### src/rtl/hex_sr_pkg.sv
// Shared constants and word type for the hex shift-register tile.
package hex_sr_pkg;

  localparam int WIDTH_DEFAULT  = 6;
  localparam int LENGTH_DEFAULT = 40;

  typedef logic [WIDTH_DEFAULT-1:0] hex_word_t;

endpackage

### src/rtl/hex_sr_stage.sv
// One WIDTH-bit storage stage of the hex shift register, cleared asynchronously.
module hex_sr_stage #(
  parameter int WIDTH = 6
) (
  input  logic             clk,
  input  logic             rst_n,
  input  logic [WIDTH-1:0] d,
  output logic [WIDTH-1:0] q
);

  always_ff @(posedge clk or negedge rst_n) begin
    if (!rst_n) begin
      q <= '0;
    end else begin
      q <= d;
    end
  end

endmodule

### src/rtl/hex_shift_register.sv
// LENGTH-deep, WIDTH-wide shift register; recirc feeds the oldest word back into stage 0.
module hex_shift_register
  import hex_sr_pkg::*;
#(
  parameter int LENGTH = LENGTH_DEFAULT,
  parameter int WIDTH  = WIDTH_DEFAULT
) (
  input  logic             clk,
  input  logic             rst_n,
  input  logic             recirc,
  input  logic [WIDTH-1:0] data_in,
  output logic [WIDTH-1:0] data_out
);

  if (LENGTH < 1 || WIDTH < 1) begin : g_param_err
    $error("hex_shift_register: LENGTH and WIDTH must both be at least 1");
  end

  logic [WIDTH-1:0] stage_q [LENGTH];

  for (genvar i = 0; i < LENGTH; i++) begin : g_stage
    logic [WIDTH-1:0] d;

    // Only stage 0 sees the recirculate mux; with LENGTH=1 it selects its own output, i.e. a hold.
    if (i == 0) begin : g_head
      assign d = recirc ? stage_q[LENGTH-1] : data_in;
    end else begin : g_body
      assign d = stage_q[i-1];
    end

    hex_sr_stage #(
      .WIDTH (WIDTH)
    ) u_stage (
      .clk   (clk),
      .rst_n (rst_n),
      .d     (d),
      .q     (stage_q[i])
    );
  end

  assign data_out = stage_q[LENGTH-1];

endmodule

### config.mk
export PLATFORM = sky130hd
export DESIGN_NAME = hex_shift_register
export DESIGN_NICKNAME = d
export VERILOG_FILES = /design/src/rtl/hex_sr_pkg.sv /design/src/rtl/hex_sr_stage.sv /design/src/rtl/hex_shift_register.sv
export SDC_FILE = /design/constraint.sdc
export NUM_CORES = 1
export LEC_CHECK = 0
export BUFFER_PORTS_ARGS = -buffer_cell sky130_fd_sc_hd__clkbuf_2
export CAP_MARGIN = 10
export CORE_UTILIZATION = 35
export CTS_BUF_LIST = sky130_fd_sc_hd__clkbuf_4 sky130_fd_sc_hd__clkbuf_8 sky130_fd_sc_hd__clkbuf_16
export DETAILED_ROUTE_END_ITERATION = 12
export PLACE_DENSITY = 0.47
export SLEW_MARGIN = 40
export SYNTH_ARGS = -nofsm -noshare
export SYNTH_HDL_FRONTEND = slang
export SYNTH_SLANG_ARGS = --single-unit
### constraint.sdc
create_clock -name clk -period 2.55 [get_ports clk]
set_clock_uncertainty 0.1 [all_clocks]
set_input_delay 0.3825 -clock clk [delete_from_list [all_inputs] [get_ports clk]]
set_output_delay 0.3825 -clock clk [all_outputs]
set_load 0.02 [all_outputs]
======== Word level (Yosys, flattened, before mapping) ========
Cells that the tools add are included.
W data, S select, Z words.
storage, ports and cells
  bits in registers ....................... 240
  input port bits ......................... 9
operators by class
  mux-type cells .......................... 1
operators by type and width
  kind     number
  $mux W6  1

======== Longest topological paths before layout ========
  depth in word-level cells ............... 1
  mapped depth ............................ 2
  depth with buffers taken out ............ 1

======== By module ========
Synthesis repeated with hierarchy kept, for this count alone.
second synthesis, totals
  cell total of the unflattened synthesis .. 247
  area, all modules ....................... 6107.1 um^2
modules (own cells, without submodules)
  module              times used  cells each  area an instance (um^2)  sequential area each (um^2)
  hex_sr_stage        40          6           150.1                    150.1
  hex_shift_register  1           7           101.3                    0.0

======== Worst setup path after synthesis ========
No wires, ideal clock.
  path type ............................... input port to flip-flop
  from .................................... input recirc
  to ...................................... register g_stage[0].u_stage.q[0]
  library setup time ...................... 0.125 ns
  arrival ................................. 0.780 ns
  required time ........................... 2.325 ns
  slack ................................... 1.545 ns
  cell stages on the path ................. 2
  cell sequence ........................... buf_6 > mux2_4
between the ends
  cells in the longest elaborated chain, start to end .. 1
RTL lines
  what                       RTL line                  source
  start, declared            hex_shift_register.sv:10  input logic recirc,
  $mux W6                    hex_shift_register.sv:26  assign d = recirc ? stage_q[LENGTH-1] : data_in;
  named net g_stage[0].d[0]  hex_shift_register.sv:22  logic [WIDTH-1:0] d;
  end signal, assigned       hex_sr_stage.sv:13        q <= '0;
  end signal, assigned       hex_sr_stage.sv:15        q <= d;
  end, declared              hex_sr_stage.sv:8         output logic [WIDTH-1:0] q
The timed path passes the listed nets, and every way through them passes these cells.

======== Worst setup path in the final report ========
  from .................................... register g_stage[39].u_stage.q[0]
  to ...................................... output data_out[0]
RTL lines
  what                    RTL line                  source
  start, declared         hex_sr_stage.sv:8
  start signal, assigned  hex_sr_stage.sv:13
  start signal, assigned  hex_sr_stage.sv:15
  end, declared           hex_shift_register.sv:12  output logic [WIDTH-1:0] data_out
No word-level cell between the ends.

==> flow_summary.ini <==
[timing]
slew_headroom = 0.690
rsz0062_at_grt = no
fin_crit_ps = 1590
whs_ps = 26.4
period_share = 0.624
hold_viol_final = 0
fmax_mhz = 629
fin_setup_tns_ps = 0
setup_viol = 0
worst_pin_slew_ps = 465
slew_violations = 0

[floorplan]
die_w_um = 134
initial_core_util = 0.363
rows = 47
coreArea_um2 = 16800
pin_count = 15
die_h_um = 134
die-area_um2 = 18000

[placement]
place_hpwl_um = 3280
place.gp.congestion = 0.622
placed_area_um2 = 6510
port_buffers = 14

[synthesis]
ys_ff_latch = 240
syn_nets = 256
seq_area_frac_synth = 0.983
yosys.cell_types.count = 3
synthesis.area_um2 = 6110
ys_warn_count = 0
synthesis.instances = 247
syn_area_per_cell_um2 = 24.7

[layout]
finalInstanceArea_um2 = 7350
drive_gt1_frac = 0.214
top_register = g_stage.u_stage.q
final_common_cell = dfrtp_1
largest_reg_flops = 240
diodes = 0
nets = 301
layout_common_cells = dfrtp_1, clkbuf_16, clkbuf_2
area_growth_pct = 20.4
post-route-util = 0.437
reg_top3 = g_stage.u_stage.q (240)

[routing]
drtIter0Drc = 106
drc = 0
wl_per_cell_um = 13.8
vias = 2054
drtPass1Iterations = 4
wl_um = 7260
ant_nets = 0
viasPerCell = 3.89

[setup_path]
crit_path_top_delay_cell = dfrtp_1
crit_path_cell_trace = clkbuf_2
crit_fanout = 2
required_ps = 2070
crit_type = register to output pin
slowest_delay_ps = 420
cp_num_buf_inv = 1
start_kind = register
path_delay_family = flip-flops
worst_setup_path_end_kind = output pin
worstPathArrival_ps = 1110

[power]
power_switching_share = 0.188
clock_power_share = 0.454
max-vdd-ir-drop_uv = 489
p_comb_frac = 0.015
p_switching_mw = 1.45
power.leakage_nw = 3.62
sequentialPowerShare = 0.531
internal_power_mw = 6.25
p_per_area_nw_per_um2 = 1050

[clocking]
cts_made_buffers = 24
cts.htree.levels = 1
cts_tree = yes
postCtsSetupBuffers = 0
clk_pin_slew_ps = 60
cts_sinks = 240
clock_latency_ps = 490
cts-root-buf = clkbuf_16
cts_buffer_depth = 3

[global_route]
grt_overflow_total = 0
antenna_found_initial = 1
grt.total_usage = 0.0902
grt_max_degree = 84
grt_pass1_wl_um = 12500
grt_pass1_vias = 2274

[worst_hold_path]
hold_class = input pin to register

[job]
maxCapViolCount = 0

[status]
status = finished clean
stage by stage:
step	cells	power, mW	setup slack, ps
after detailed placement	484	4.27	1290
final	528	7.70	960
after global placement	484	4.27	1320
after CTS	528	7.86	935
after floorplan	247	4.15	1540
after global routing	528	8.04	900
per-layer routing:
metal | GRT usage | wire length [um] | share of wire
met5 | 0 | 8 | 0.0011
met3 | 0.0329 | 385 | 0.053
met1 | 0.141 | 3810 | 0.52
met4 | 0.0393 | 244 | 0.034
met2 | 0.110 | 2810 | 0.39
kinds of logic after synthesis:
group / synth area share
muxes: 0.0148
DFF: 0.983
buffers and inverters: 0.00184
final timing paths:
path	startpoint	end	slack, ps	cells past startpoint
worst min register to register	g_stage[22].u_stage.q[4]	g_stage[23].u_stage.q[4]	240	0
min in group asynchronous	rst_n	g_stage[32].u_stage.q[4]	310	2
max in group asynchronous	rst_n	g_stage[12].u_stage.q[5]	1250	3
worst max register to register	g_stage[39].u_stage.q[0]	g_stage[0].u_stage.q[0]	1630	1
worst max-delay path	g_stage[39].u_stage.q[0]	data_out[0]	960	1
worst min-delay path	data_in[3]	g_stage[0].u_stage.q[3]	30	2
cell usage after synthesis, drive strengths merged:
library cell  number  area (um^2)
mux2               6         90.1
dfrtp            240         6010
buf                1         11.3
layout make-up:
cell class              instances  area [um^2]
flip-flops and latches        240         6010
multi-input cells               6         90.1
fillers                      1455         9470
clock buffers                  39          787
clock inverters                 3         40.0
repair buffers                 20          155
well taps                     220          275
what timing repair did:
item	4_1_cts	5_1_grt
endpoints found under the hold margin	61	0
gates resized for setup	0	0
setup endpoints to repair	0	0
hold buffers	2	0
power groups by stage:
stage,logic (mW),clock network [mW],registers [mW]
detailed placement,0.119,0,4.15
finish,0.114,3.49,4.09
global placement,0.116,0,4.16
floorplan,0.0158,0,4.13
CTS,0.122,3.64,4.10
global route,0.134,3.80,4.11
Note: power is estimated with default switching activity, not from simulation.
